### src/rtl/mem_rr_arbiter.sv
`default_nettype none
// ============================================================================
// Module   : mem_rr_arbiter
// Purpose  : Round-robin arbiter that shares one 16-bit external memory master
//            bus (19-bit word address, access/ack handshake) among NUM_PORTS
//            requesters. It supports bus locking for read-modify-write
//            sequences and an optional ack watchdog.
// Revision : 1.0 - initial release
// ----------------------------------------------------------------------------
// Parameters
//   NUM_PORTS       number of requesters (2..8); port 0 wins first after reset
//   TIMEOUT_CYCLES  ack watchdog limit in ISSUE cycles (8-bit counter)
// Optional feature macro
//   MEM_RR_ARB_TIMEOUT_EN  enables the ack watchdog and the sticky timeout_err
// Ports
//   clk, reset               clock; asynchronous active-high reset
//   req_access/lock/wr_en    per-port request, lock request, write enable
//   req_addr/bytesel/wdata   packed per-port address [19:1], byte sel, data
//   req_ack                  one-hot, one-cycle completion to the grantee
//   req_rdata                read data broadcast, valid while req_ack is high
//   mem_m_*                  external memory master bus
//   grant_idx                index of the current or last grantee
//   busy                     high whenever the FSM is not IDLE
//   timeout_err              sticky watchdog error (0 without the feature)
// ============================================================================
module mem_rr_arbiter #(
    parameter int NUM_PORTS      = 3,
    parameter int TIMEOUT_CYCLES = 255
) (
    input  logic                           clk,
    input  logic                           reset,
    input  logic [NUM_PORTS-1:0]           req_access,
    input  logic [NUM_PORTS-1:0]           req_lock,
    input  logic [NUM_PORTS*19-1:0]        req_addr,
    input  logic [NUM_PORTS-1:0]           req_wr_en,
    input  logic [NUM_PORTS*2-1:0]         req_bytesel,
    input  logic [NUM_PORTS*16-1:0]        req_wdata,
    output logic [NUM_PORTS-1:0]           req_ack,
    output logic [15:0]                    req_rdata,
    output logic [18:0]                    mem_m_addr,
    output logic [15:0]                    mem_m_data_out,
    input  logic [15:0]                    mem_m_data_in,
    output logic                           mem_m_access,
    input  logic                           mem_m_ack,
    output logic                           mem_m_wr_en,
    output logic [1:0]                     mem_m_bytesel,
    output logic [$clog2(NUM_PORTS)-1:0]   grant_idx,
    output logic                           busy,
    output logic                           timeout_err
);

    localparam int IDX_W = $clog2(NUM_PORTS);

    typedef enum logic [1:0] {
        ST_IDLE    = 2'd0,
        ST_ISSUE   = 2'd1,
        ST_RESPOND = 2'd2
    } state_t;

    state_t                 state_q,     state_d;
    logic [IDX_W-1:0]       grant_q,     grant_d;
    logic [IDX_W-1:0]       rr_ptr_q,    rr_ptr_d;
    logic                   lock_q,      lock_d;
    logic [IDX_W-1:0]       lock_port_q, lock_port_d;
    logic [18:0]            addr_q,      addr_d;
    logic [15:0]            wdata_q,     wdata_d;
    logic                   wr_en_q,     wr_en_d;
    logic [1:0]             bytesel_q,   bytesel_d;
    logic                   access_q,    access_d;
    logic [NUM_PORTS-1:0]   ack_q,       ack_d;
    logic [15:0]            rdata_q,     rdata_d;

`ifdef MEM_RR_ARB_TIMEOUT_EN
    localparam logic [7:0] WDOG_LAST = 8'(TIMEOUT_CYCLES - 1);

    logic [7:0]             wdog_q,      wdog_d;
    logic                   to_hit_q,    to_hit_d;   // current transaction timed out
    logic                   terr_q,      terr_d;
`else
    // The watchdog limit has no consumer when the feature is compiled out.
    logic unused_timeout_cfg;
    assign unused_timeout_cfg = ^8'(TIMEOUT_CYCLES);
`endif

    // ------------------------------------------------------------------------
    // Grantee selection: a held lock wins if its owner is still requesting,
    // otherwise the first requester at or above rr_ptr (with wrap-around).
    // ------------------------------------------------------------------------
    logic                   arb_any;
    logic                   arb_found;
    logic                   arb_lock_hit;
    logic [IDX_W-1:0]       arb_grant;
    int                     arb_idx;

    always_comb begin
        arb_any      = |req_access;
        arb_lock_hit = lock_q && req_access[lock_port_q];
        arb_found    = 1'b0;
        arb_grant    = '0;
        arb_idx      = 0;
        if (arb_lock_hit) begin
            arb_found = 1'b1;
            arb_grant = lock_port_q;
        end
        for (int k = 0; k < NUM_PORTS; k++) begin
            arb_idx = int'(rr_ptr_q) + k;
            if (arb_idx >= NUM_PORTS) begin
                arb_idx = arb_idx - NUM_PORTS;
            end
            if (!arb_found && req_access[arb_idx]) begin
                arb_found = 1'b1;
                arb_grant = IDX_W'(arb_idx);
            end
        end
    end

    // ------------------------------------------------------------------------
    // Next-state and registered-output logic
    // ------------------------------------------------------------------------
    always_comb begin
        state_d     = state_q;
        grant_d     = grant_q;
        rr_ptr_d    = rr_ptr_q;
        lock_d      = lock_q;
        lock_port_d = lock_port_q;
        addr_d      = addr_q;
        wdata_d     = wdata_q;
        wr_en_d     = wr_en_q;
        bytesel_d   = bytesel_q;
        access_d    = access_q;
        ack_d       = '0;
        rdata_d     = rdata_q;
`ifdef MEM_RR_ARB_TIMEOUT_EN
        wdog_d      = wdog_q;
        to_hit_d    = to_hit_q;
        terr_d      = terr_q;
`endif

        case (state_q)
            ST_IDLE: begin
                // A lock whose owner has gone quiet is released immediately,
                // so plain round-robin decides this very cycle.
                if (lock_q && !req_access[lock_port_q]) begin
                    lock_d = 1'b0;
                end
                if (arb_any) begin
                    grant_d   = arb_grant;
                    addr_d    = req_addr[int'(arb_grant)*19 +: 19];
                    wdata_d   = req_wdata[int'(arb_grant)*16 +: 16];
                    wr_en_d   = req_wr_en[arb_grant];
                    bytesel_d = req_bytesel[int'(arb_grant)*2 +: 2];
                    access_d  = 1'b1;
                    state_d   = ST_ISSUE;
`ifdef MEM_RR_ARB_TIMEOUT_EN
                    wdog_d    = '0;
                    to_hit_d  = 1'b0;
`endif
                end
            end

            ST_ISSUE: begin
                if (mem_m_ack) begin
                    rdata_d  = mem_m_data_in;
                    access_d = 1'b0;
                    ack_d    = NUM_PORTS'(1) << grant_q;
                    state_d  = ST_RESPOND;
                end
`ifdef MEM_RR_ARB_TIMEOUT_EN
                else if (wdog_q == WDOG_LAST) begin
                    rdata_d  = 16'hFFFF;
                    access_d = 1'b0;
                    ack_d    = NUM_PORTS'(1) << grant_q;
                    to_hit_d = 1'b1;
                    terr_d   = 1'b1;
                    state_d  = ST_RESPOND;
                end else begin
                    wdog_d = wdog_q + 8'd1;
                end
`endif
            end

            ST_RESPOND: begin
                rr_ptr_d    = (int'(grant_q) == NUM_PORTS - 1) ? '0 : grant_q + IDX_W'(1);
                lock_port_d = grant_q;
`ifdef MEM_RR_ARB_TIMEOUT_EN
                // A timed-out transaction never leaves the bus locked.
                lock_d      = req_lock[grant_q] && !to_hit_q;
`else
                lock_d      = req_lock[grant_q];
`endif
                state_d     = ST_IDLE;
            end

            default: begin
                state_d  = ST_IDLE;
                access_d = 1'b0;
            end
        endcase
    end

    always_ff @(posedge clk or posedge reset) begin
        if (reset) begin
            state_q     <= ST_IDLE;
            grant_q     <= '0;
            rr_ptr_q    <= '0;
            lock_q      <= 1'b0;
            lock_port_q <= '0;
            addr_q      <= '0;
            wdata_q     <= '0;
            wr_en_q     <= 1'b0;
            bytesel_q   <= '0;
            access_q    <= 1'b0;
            ack_q       <= '0;
            rdata_q     <= '0;
`ifdef MEM_RR_ARB_TIMEOUT_EN
            wdog_q      <= '0;
            to_hit_q    <= 1'b0;
            terr_q      <= 1'b0;
`endif
        end else begin
            state_q     <= state_d;
            grant_q     <= grant_d;
            rr_ptr_q    <= rr_ptr_d;
            lock_q      <= lock_d;
            lock_port_q <= lock_port_d;
            addr_q      <= addr_d;
            wdata_q     <= wdata_d;
            wr_en_q     <= wr_en_d;
            bytesel_q   <= bytesel_d;
            access_q    <= access_d;
            ack_q       <= ack_d;
            rdata_q     <= rdata_d;
`ifdef MEM_RR_ARB_TIMEOUT_EN
            wdog_q      <= wdog_d;
            to_hit_q    <= to_hit_d;
            terr_q      <= terr_d;
`endif
        end
    end

    assign req_ack        = ack_q;
    assign req_rdata      = rdata_q;
    assign mem_m_addr     = addr_q;
    assign mem_m_data_out = wdata_q;
    assign mem_m_access   = access_q;
    assign mem_m_wr_en    = wr_en_q;
    assign mem_m_bytesel  = bytesel_q;
    assign grant_idx      = grant_q;
    assign busy           = (state_q != ST_IDLE);
`ifdef MEM_RR_ARB_TIMEOUT_EN
    assign timeout_err    = terr_q;
`else
    assign timeout_err    = 1'b0;
`endif

endmodule
`default_nettype wire

### config.mk
export PLATFORM = sky130hd
export DESIGN_NAME = mem_rr_arbiter
export DESIGN_NICKNAME = d
export VERILOG_FILES = /design/src/rtl/mem_rr_arbiter.sv
export SDC_FILE = /design/constraint.sdc
export NUM_CORES = 1
export LEC_CHECK = 0
export BUFFER_PORTS_ARGS = -buffer_cell sky130_fd_sc_hd__buf_2
export CAP_MARGIN = 20
export CELL_PAD_IN_SITES_DETAIL_PLACEMENT = 1
export CELL_PAD_IN_SITES_GLOBAL_PLACEMENT = 2
export CORE_AREA = 4 4 114 143
export CTS_BUF_LIST = sky130_fd_sc_hd__clkbuf_8
export DETAILED_ROUTE_END_ITERATION = 16
export DIE_AREA = 0 0 118 147
export GPL_TIMING_DRIVEN = 0
export PLACE_DENSITY_LB_ADDON = 0.05
export REMOVE_ABC_BUFFERS = 1
export SLEW_MARGIN = 20
export SYNTH_ARGS = -nofsm -noshare
export SYNTH_HDL_FRONTEND = slang
export SYNTH_SLANG_ARGS = --single-unit
export TNS_END_PERCENT = 10
### constraint.sdc
create_clock -name clk -period 2.7 [get_ports clk]
set_clock_uncertainty 0.2 [all_clocks]
set_input_delay 0.405 -clock clk [delete_from_list [all_inputs] [get_ports clk]]
set_output_delay 0.405 -clock clk [all_outputs]
set_load 0.005 [all_outputs]
==> results of run 1 <==
==> worst min path at each step <==
stage / endpoint / slack (ns) / startpoint / depth (start not counted)
4_1_cts: req_rdata[15] / 0.001 / mem_m_data_in[15] / 3
6_report: req_rdata[15] / 0.02 / mem_m_data_in[15] / 3
3_5_place_dp: mem_m_data_out[1] / 0.21 / reset / 2
5_1_grt: req_rdata[6] / 0.008 / mem_m_data_in[6] / 3
3_3_place_gp: req_rdata[0] / 0.25 / req_rdata[0] / 2
2_1_floorplan: mem_m_access / 0.27 / mem_m_access / 2
==> cell usage after synthesis (all sizes together) (4+ instances only) <==
master | instances | area share
nand2 | 98 | 0.096
o21ai | 85 | 0.11
dfrtp | 67 | 0.44
and2 | 39 | 0.064
a221oi | 38 | 0.12
clkbuf | 21 | 0.021
buf | 18 | 0.032
inv | 7 | 0.0069
nand2b | 6 | 0.0098
o31ai | 6 | 0.012
nor2 | 4 | 0.0039
nor2b | 4 | 0.0085
nor3 | 4 | 0.0052
==> stage by stage <==
stage	hold WS, ns	utilization	setup WS (ns)	cell area, um^2
4_1_cts	0.00134	0.360	0.000926	5360
6_report	0.0244	0.366	0.116	5450
2_1_floorplan	0.269	-	-2.13	3620
3_3_place_gp	0.253	0.326	-4.80	4850
5_1_grt	0.00838	0.366	-0.00268	5450
3_5_place_dp	0.208	0.337	-0.445	5010
==> metal layers <==
layer / part of all wire / vias up / GRT usage / wire [um]
met4: 0.014 / 6 / 0.0522 / 214
li1: - / 1899 / - / -
met1: 0.39 / 1921 / 0.195 / 5970
met2: 0.50 / 133 / 0.306 / 7570
met5: 0.0026 / - / 0 / 40
met3: 0.092 / 22 / 0.0732 / 1390
==> flip-flops by register name (all words and copies together), names as in the netlist <==
signal and flops:
mem_m_access 1, state_q 2, lock_port_q 2, grant_idx 2
rr_ptr_q 2, mem_m_addr 19, req_ack 3, mem_m_bytesel 2
lock_q 1, mem_m_wr_en 1, req_rdata 16, mem_m_data_out 16
==> logic make-up (layout without fill, tap and decap cells) <==
logic type,count (synthesis),in the layout,synth area share
other,1,1,0.000980
multiplexers,6,6,0.0177
AND/OR/NAND/NOR,163,163,0.201
flip-flops,67,67,0.438
AO/OA/AOI/OAI,143,143,0.271
adder cells (fa/ha/maj),3,3,0.00981
buffers and inverters,47,245,0.0608
==> worst max-delay path, cell delays in order, from the launching register on <==
cell and delay, ns:
sky130_fd_sc_hd__dfrtp_2 0.44, sky130_fd_sc_hd__inv_2 0.10, sky130_fd_sc_hd__ha_4 0.17, sky130_fd_sc_hd__nor2b_4 0.05, sky130_fd_sc_hd__a221o_1 0.36, sky130_fd_sc_hd__o22a_2 0.26
sky130_fd_sc_hd__a21o_4 0.27, sky130_fd_sc_hd__buf_12 0.18, sky130_fd_sc_hd__a221oi_1 0.31, sky130_fd_sc_hd__o21ai_1 0.11
==> repair_timing <==
item / in CTS / in global routing
setup endpoints to repair: 38 / 52
pin swaps: 2 / 2
hold buffers: 7 / 0
hold endpoints to repair: 26 / 0
gates resized for setup: 6 / 14
cloned: 0 / 0
buffers inserted: 5 / 3
==> where the power goes <==
group | internal (W) | switching (W) | total [W] | leakage [nW]
Combinational | 0.00168 | 0.00224 | 0.00393 | 1.68
Sequential | 0.00149 | 0.000286 | 0.00177 | 0.828
Clock | 0.000440 | 0.000480 | 0.000920 | 0.0973
Total | 0.00361 | 0.00301 | 0.00662 | 2.60
==> area by class of cell <==
cell class | instances | area, um^2
timing repair buffer | 221 | 1260
sequential | 67 | 1680
inverter | 8 | 36.3
multi-input combinational | 316 | 2040
tap | 182 | 228
clock inverter | 7 | 80.1
clock buffer | 9 | 124
fill | 1799 | 9440
==> summary.md, run 1 <==
| Metric | Value |
|---|---|
| Outcome | `finished, final reports clean` |
| Type of element capturing the critical path | `flop` |
| DR vias | `3,981` |
| GRT Residual Overflow | `0` |
| Final Non-Filler Cells | `810` |
| Cells after synthesis | `430` |
| Maximum number of pins on one net before global-route repair | `48` |
| Count of H-tree levels built during CTS | `3` |
| Final setup TNS | `0 ns` |
| Highest Clock Rate | `0.387 GHz` |
| Transition time at the pin with the least slew margin | `1.01 ns` |
| DIE AREA | `0.0173 mm^2` |
| Final min period | `2.58 ns` |
| Leakage power total | `2.60 nW` |
| Via density | `4.91` |
| Sink Count | `67` |
| Die extent in x | `118 um` |
| Number of instances in the placed design | `779` |
| DIE HEIGHT | `147 um` |
| Setup crit start kind | `flop` |
| Antenna violations before repair | `3` |
| Hold Fails Final Rpt | `0` |
| Post-synthesis to final-layout area growth | `42.3%` |
| Number of cells on the worst reg-to-reg path | `9` |
| Number of remaining DRC errors | `0` |
| Total of flip-flops plus latches after synthesis | `67` |
| Post-synth EDFFs | `0` |
| Insertion delay to the later sink of the worst-skew pair | `0.37 ns` |
| Most instantiated flip-flop cell in the synthesis netlist | `sky130_fd_sc_hd__dfrtp_1` |
| FFs w/ async S/R, synth | `1.00` |
| Post-detailed-route wirelength per cell | `18.8 um` |
| Final-stage net count | `765` |
| Final setup violating endpoints | `0` |
| Core area | `0.0149 mm^2` |
| Highest fanout seen on the critical path | `21` |
| Number of primary I/O pins | `201` |
| Worst Path Required | `2.75 ns` |
| Most common library cell in the layout ignoring fill and taps | `sky130_fd_sc_hd__buf_2` |
| Most used cells in the layout excluding fill and tap cells | `199 x sky130_fd_sc_hd__buf_2, 97 x sky130_fd_sc_hd__nand2_1, 65 x sky130_fd_sc_hd__dfrtp_1` |
| Ys Warns | `0` |
| Layout cells sized above 1 | `0.439` |
| VDD IR-drop max | `444 uV` |
| Row count | `50` |
| Critical register-to-register path endpoint | `mem_m_data_out[7]` |
| Worst reg2reg path startpoint | `rr_ptr_q[1]` |
| R2R Setup Slk | `0.12 ns` |
| CTS clk-pin slew, worst paths | `0.09 ns` |
| Port buffer count | `199` |
| Routed wire length | `15,200 um` |
| Mean area per synthesized cell | `8.90 um^2` |
| Number of max-cap violations | `0` |
| Headroom to the max-slew limit | `0.329` |
| Type of the worst setup path | `reg -> reg` |
| Capturing element of the worst setup path | `mem_m_data_out[7]` |
| Cell variety after synth | `41` |
| First-pass GRT wire length | `23,700 um` |
| Total power density per cell area | `1220 mW/mm^2` |
| First element of the critical path | `rr_ptr_q[1]` |
| Vias in the first global route | `4,251` |
| 1st-pass router iterations | `4` |
| Max-slew violation total from the final report | `0` |
| Half-perimeter wire length after detailed placement | `10,500 um` |
| Placer congestion estimate | `0.719` |
| Final Total Pwr | `0.00662 W` |
| Arrival time at the worst endpoint | `2.63 ns` |
| Overall Global Routing Usage | `0.175` |
| TritonCTS clock tree | `yes` |
| Sequential share of the synthesized area | `0.438` |
| Synth Cell Area | `0.00383 mm^2` |
| Worst min-delay path class | `in -> reg` |
| Master cell of the clock root buffer | `sky130_fd_sc_hd__clkbuf_8` |
| TritonCTS Buffers | `9` |
| DR iter-0 viols | `154` |
| Initial Utilization | `0.257` |
| DRT antenna net count | `0` |
| Post-route clock period utilization | `0.957` |
| Number of antenna cells inserted | `0` |
| Longest Clk Path Bufs | `2` |
| RSZ-0062 raised after global routing | `true` |
(Power assumes the default switching activity.)
==> run 2, diff against run 1 <==
- SETUP_SLACK_MARGIN: not set -> 0.4
==> run 2 against run 1 <==
Net effect: fmax rose by 3.4%; total power rose by 14%; worst setup slack improved by 0.084 ns; combinational power rose by 23%; sequential cell count is the same; critical endpoint is now mem_m_addr[9]; largest cell class unchanged; global-route usage grew 1.5 points; critical path depth shrank 1; critical path type unchanged.
==> summary.md, run 2 (synthesis results as in run 1) <==
| Metric | Value |
|---|---|
| Highest Clock Rate | `0.400 GHz` |
| Final Total Pwr | `0.00754 W` |
| Highest fanout seen on the critical path | `8` |
| Most used cells in the layout excluding fill and tap cells | `199 x sky130_fd_sc_hd__buf_2, 97 x sky130_fd_sc_hd__nand2_1, 66 x sky130_fd_sc_hd__dfrtp_1` |
| DR iter-0 viols | `131` |
| Most common library cell in the layout ignoring fill and taps | `sky130_fd_sc_hd__buf_2` |
| Half-perimeter wire length after detailed placement | `10,500 um` |
| Number of flip-flops in the largest register | `19` |
| Worst Setup Slack post-DPL | `-0.445 ns` |
| Hold Fails Final Rpt | `0` |
| Maximum number of pins on one net before global-route repair | `48` |
| Post-route clock period utilization | `0.926` |
| Post-layout worst setup margin | `0.200 ns` |
| TritonCTS clock tree | `yes` |
| Port buffer count | `199` |
| Worst min-delay path class | `in -> reg` |
| Leakage power total | `2.77 nW` |
| Number of instances in the placed design | `779` |
| Slowest CP cell | `sky130_fd_sc_hd__dfrtp_1` |
| Highest cell delay on the worst timing path | `0.40 ns` |
| Antenna violations before repair | `3` |
| Arrival time at the worst endpoint | `2.55 ns` |
| Worst Path Required | `2.75 ns` |
| CTS clk-pin slew, worst paths | `0.09 ns` |
| Type of the worst setup path | `reg -> reg` |
| DR vias | `4,105` |
| Core area | `0.0149 mm^2` |
| Transition time at the pin with the least slew margin | `1.03 ns` |
| Count of H-tree levels built during CTS | `3` |
| DIE AREA | `0.0173 mm^2` |
| Sink Count | `67` |
| Final setup violating endpoints | `0` |
| TritonCTS Buffers | `9` |
| Layout cells sized above 1 | `0.480` |
| Total power density per cell area | `1280 mW/mm^2` |
| Die extent in x | `118 um` |
| VDD IR-drop max | `416 uV` |
| Critical path, cell by cell | `buf_4, ha_4, a221o_1, o22a_4, a21o_4, buf_12, a221oi_2, o21ai_1` |
| 1st-pass router iterations | `4` |
| Number of max-cap violations | `0` |
| Number of primary I/O pins | `201` |
| R2R Setup Slk | `0.20 ns` |
| Post-Place Cell Area | `0.00501 mm^2` |
| DRT antenna net count | `0` |
| Insertion delay to the later sink of the worst-skew pair | `0.37 ns` |
| Headroom to the max-slew limit | `0.313` |
| RSZ-0062 raised after global routing | `true` |
| Max-slew violation total from the final report | `0` |
| Master cell of the clock root buffer | `sky130_fd_sc_hd__clkbuf_8` |
| Initial Utilization | `0.257` |
| Final-stage net count | `781` |
| Area of all placed cells without fillers | `0.00587 mm^2` |
| Setup crit start kind | `flop` |
| DIE HEIGHT | `147 um` |
| GRT Residual Overflow | `0` |
| Via density | `4.97` |
| Final min period | `2.50 ns` |
| Longest Clk Path Bufs | `2` |
| First-pass GRT wire length | `25,600 um` |
| Overall Global Routing Usage | `0.190` |
| Vias in the first global route | `4,425` |
| Row count | `50` |
| Placer congestion estimate | `0.719` |
| Fill cell instance count of the final layout | `1,774` |
| Final Non-Filler Cells | `826` |
| Number of remaining DRC errors | `0` |
| Post-detailed-route wirelength per cell | `20.2 um` |
| Post-synthesis to final-layout area growth | `53.4%` |
| Outcome | `finished, final reports clean` |
| Routed wire length | `16,700 um` |
| Number of antenna cells inserted | `0` |
| Type of element capturing the critical path | `flop` |
## run 2: cell types whose count changed in the layout (fill, tap and decap cells not counted), sizes merged
| cell | before | now |
|---|---|---|
| nand2 | 98 | 99 |
| buf | 214 | 226 |
| bufbuf | 0 | 1 |
| a21o | 2 | 3 |
| nand3b | 2 | 3 |
## run 2: power by group
part / switching (W) / internal, W
Combinational: 0.00261 / 0.00224
Clock: 0.000482 / 0.000440
Sequential: 0.000284 / 0.00149
Total: 0.00337 / 0.00416
## run 2: area by class of cell
class / instances / area, um^2 / share of cell area
Clock inverter: 7 / 80.1 / 0.0136
Tap cell: 182 / 228 / 0.0388
Multi-Input combinational cell: 319 / 2230 / 0.380
Sequential cell: 67 / 1680 / 0.286
Timing Repair Buffer: 234 / 1490 / 0.255
Inverter: 8 / 36.3 / 0.00618
Clock buffer: 9 / 124 / 0.0211
## run 2: routing by layer
layer  part of all wire  global-route usage
met1               0.39               0.215
met2               0.52               0.337
met3              0.074              0.0705
met4              0.014              0.0551
met5             0.0024                   0
## run 2: timing repair
item                       4_1_cts  5_1_grt
buffers inserted                16        1
setup endpoints to repair       56       57
cloned                           6        1
hold buffers                     7        0
gates resized for setup         53        6
hold endpoints to repair        26        0
pin swaps                       32        5
## run 2: per-stage QoR
| step | setup TNS, ns | utilization | hold slack, ns |
|---|---|---|---|
| floorplan | -77.61 | - | 0.269 |
| global placement | -221.02 | 0.326 | 0.253 |
| detailed placement | -7.97 | 0.337 | 0.208 |
| CTS | 0 | 0.392 | 0.00134 |
| global route | 0 | 0.394 | 0.00473 |
| finish | 0 | 0.394 | 0.0243 |
## run 2: worst max-delay path, delay by kind of cell, from the launching register on
family	cells	cell delay [ns]
AO/OA/AOI/OAI	5	1.21
flip-flops	1	0.40
adder cells (fa/ha/maj)	1	0.25
buffers and inverters	2	0.32
## run 2: path summary, 6_finish.rpt
check,startpoint,end,depth (start not counted)
setup / recovery,rr_ptr_q[1],mem_m_addr[9],8
hold / removal,mem_m_data_in[15],req_rdata[15],3
setup reg to reg,rr_ptr_q[1],mem_m_addr[9],8
hold reg to reg,req_rdata[0],req_rdata[0],2
max in group asynchronous,reset,rr_ptr_q[0],4
min in group asynchronous,reset,mem_m_data_out[1],3
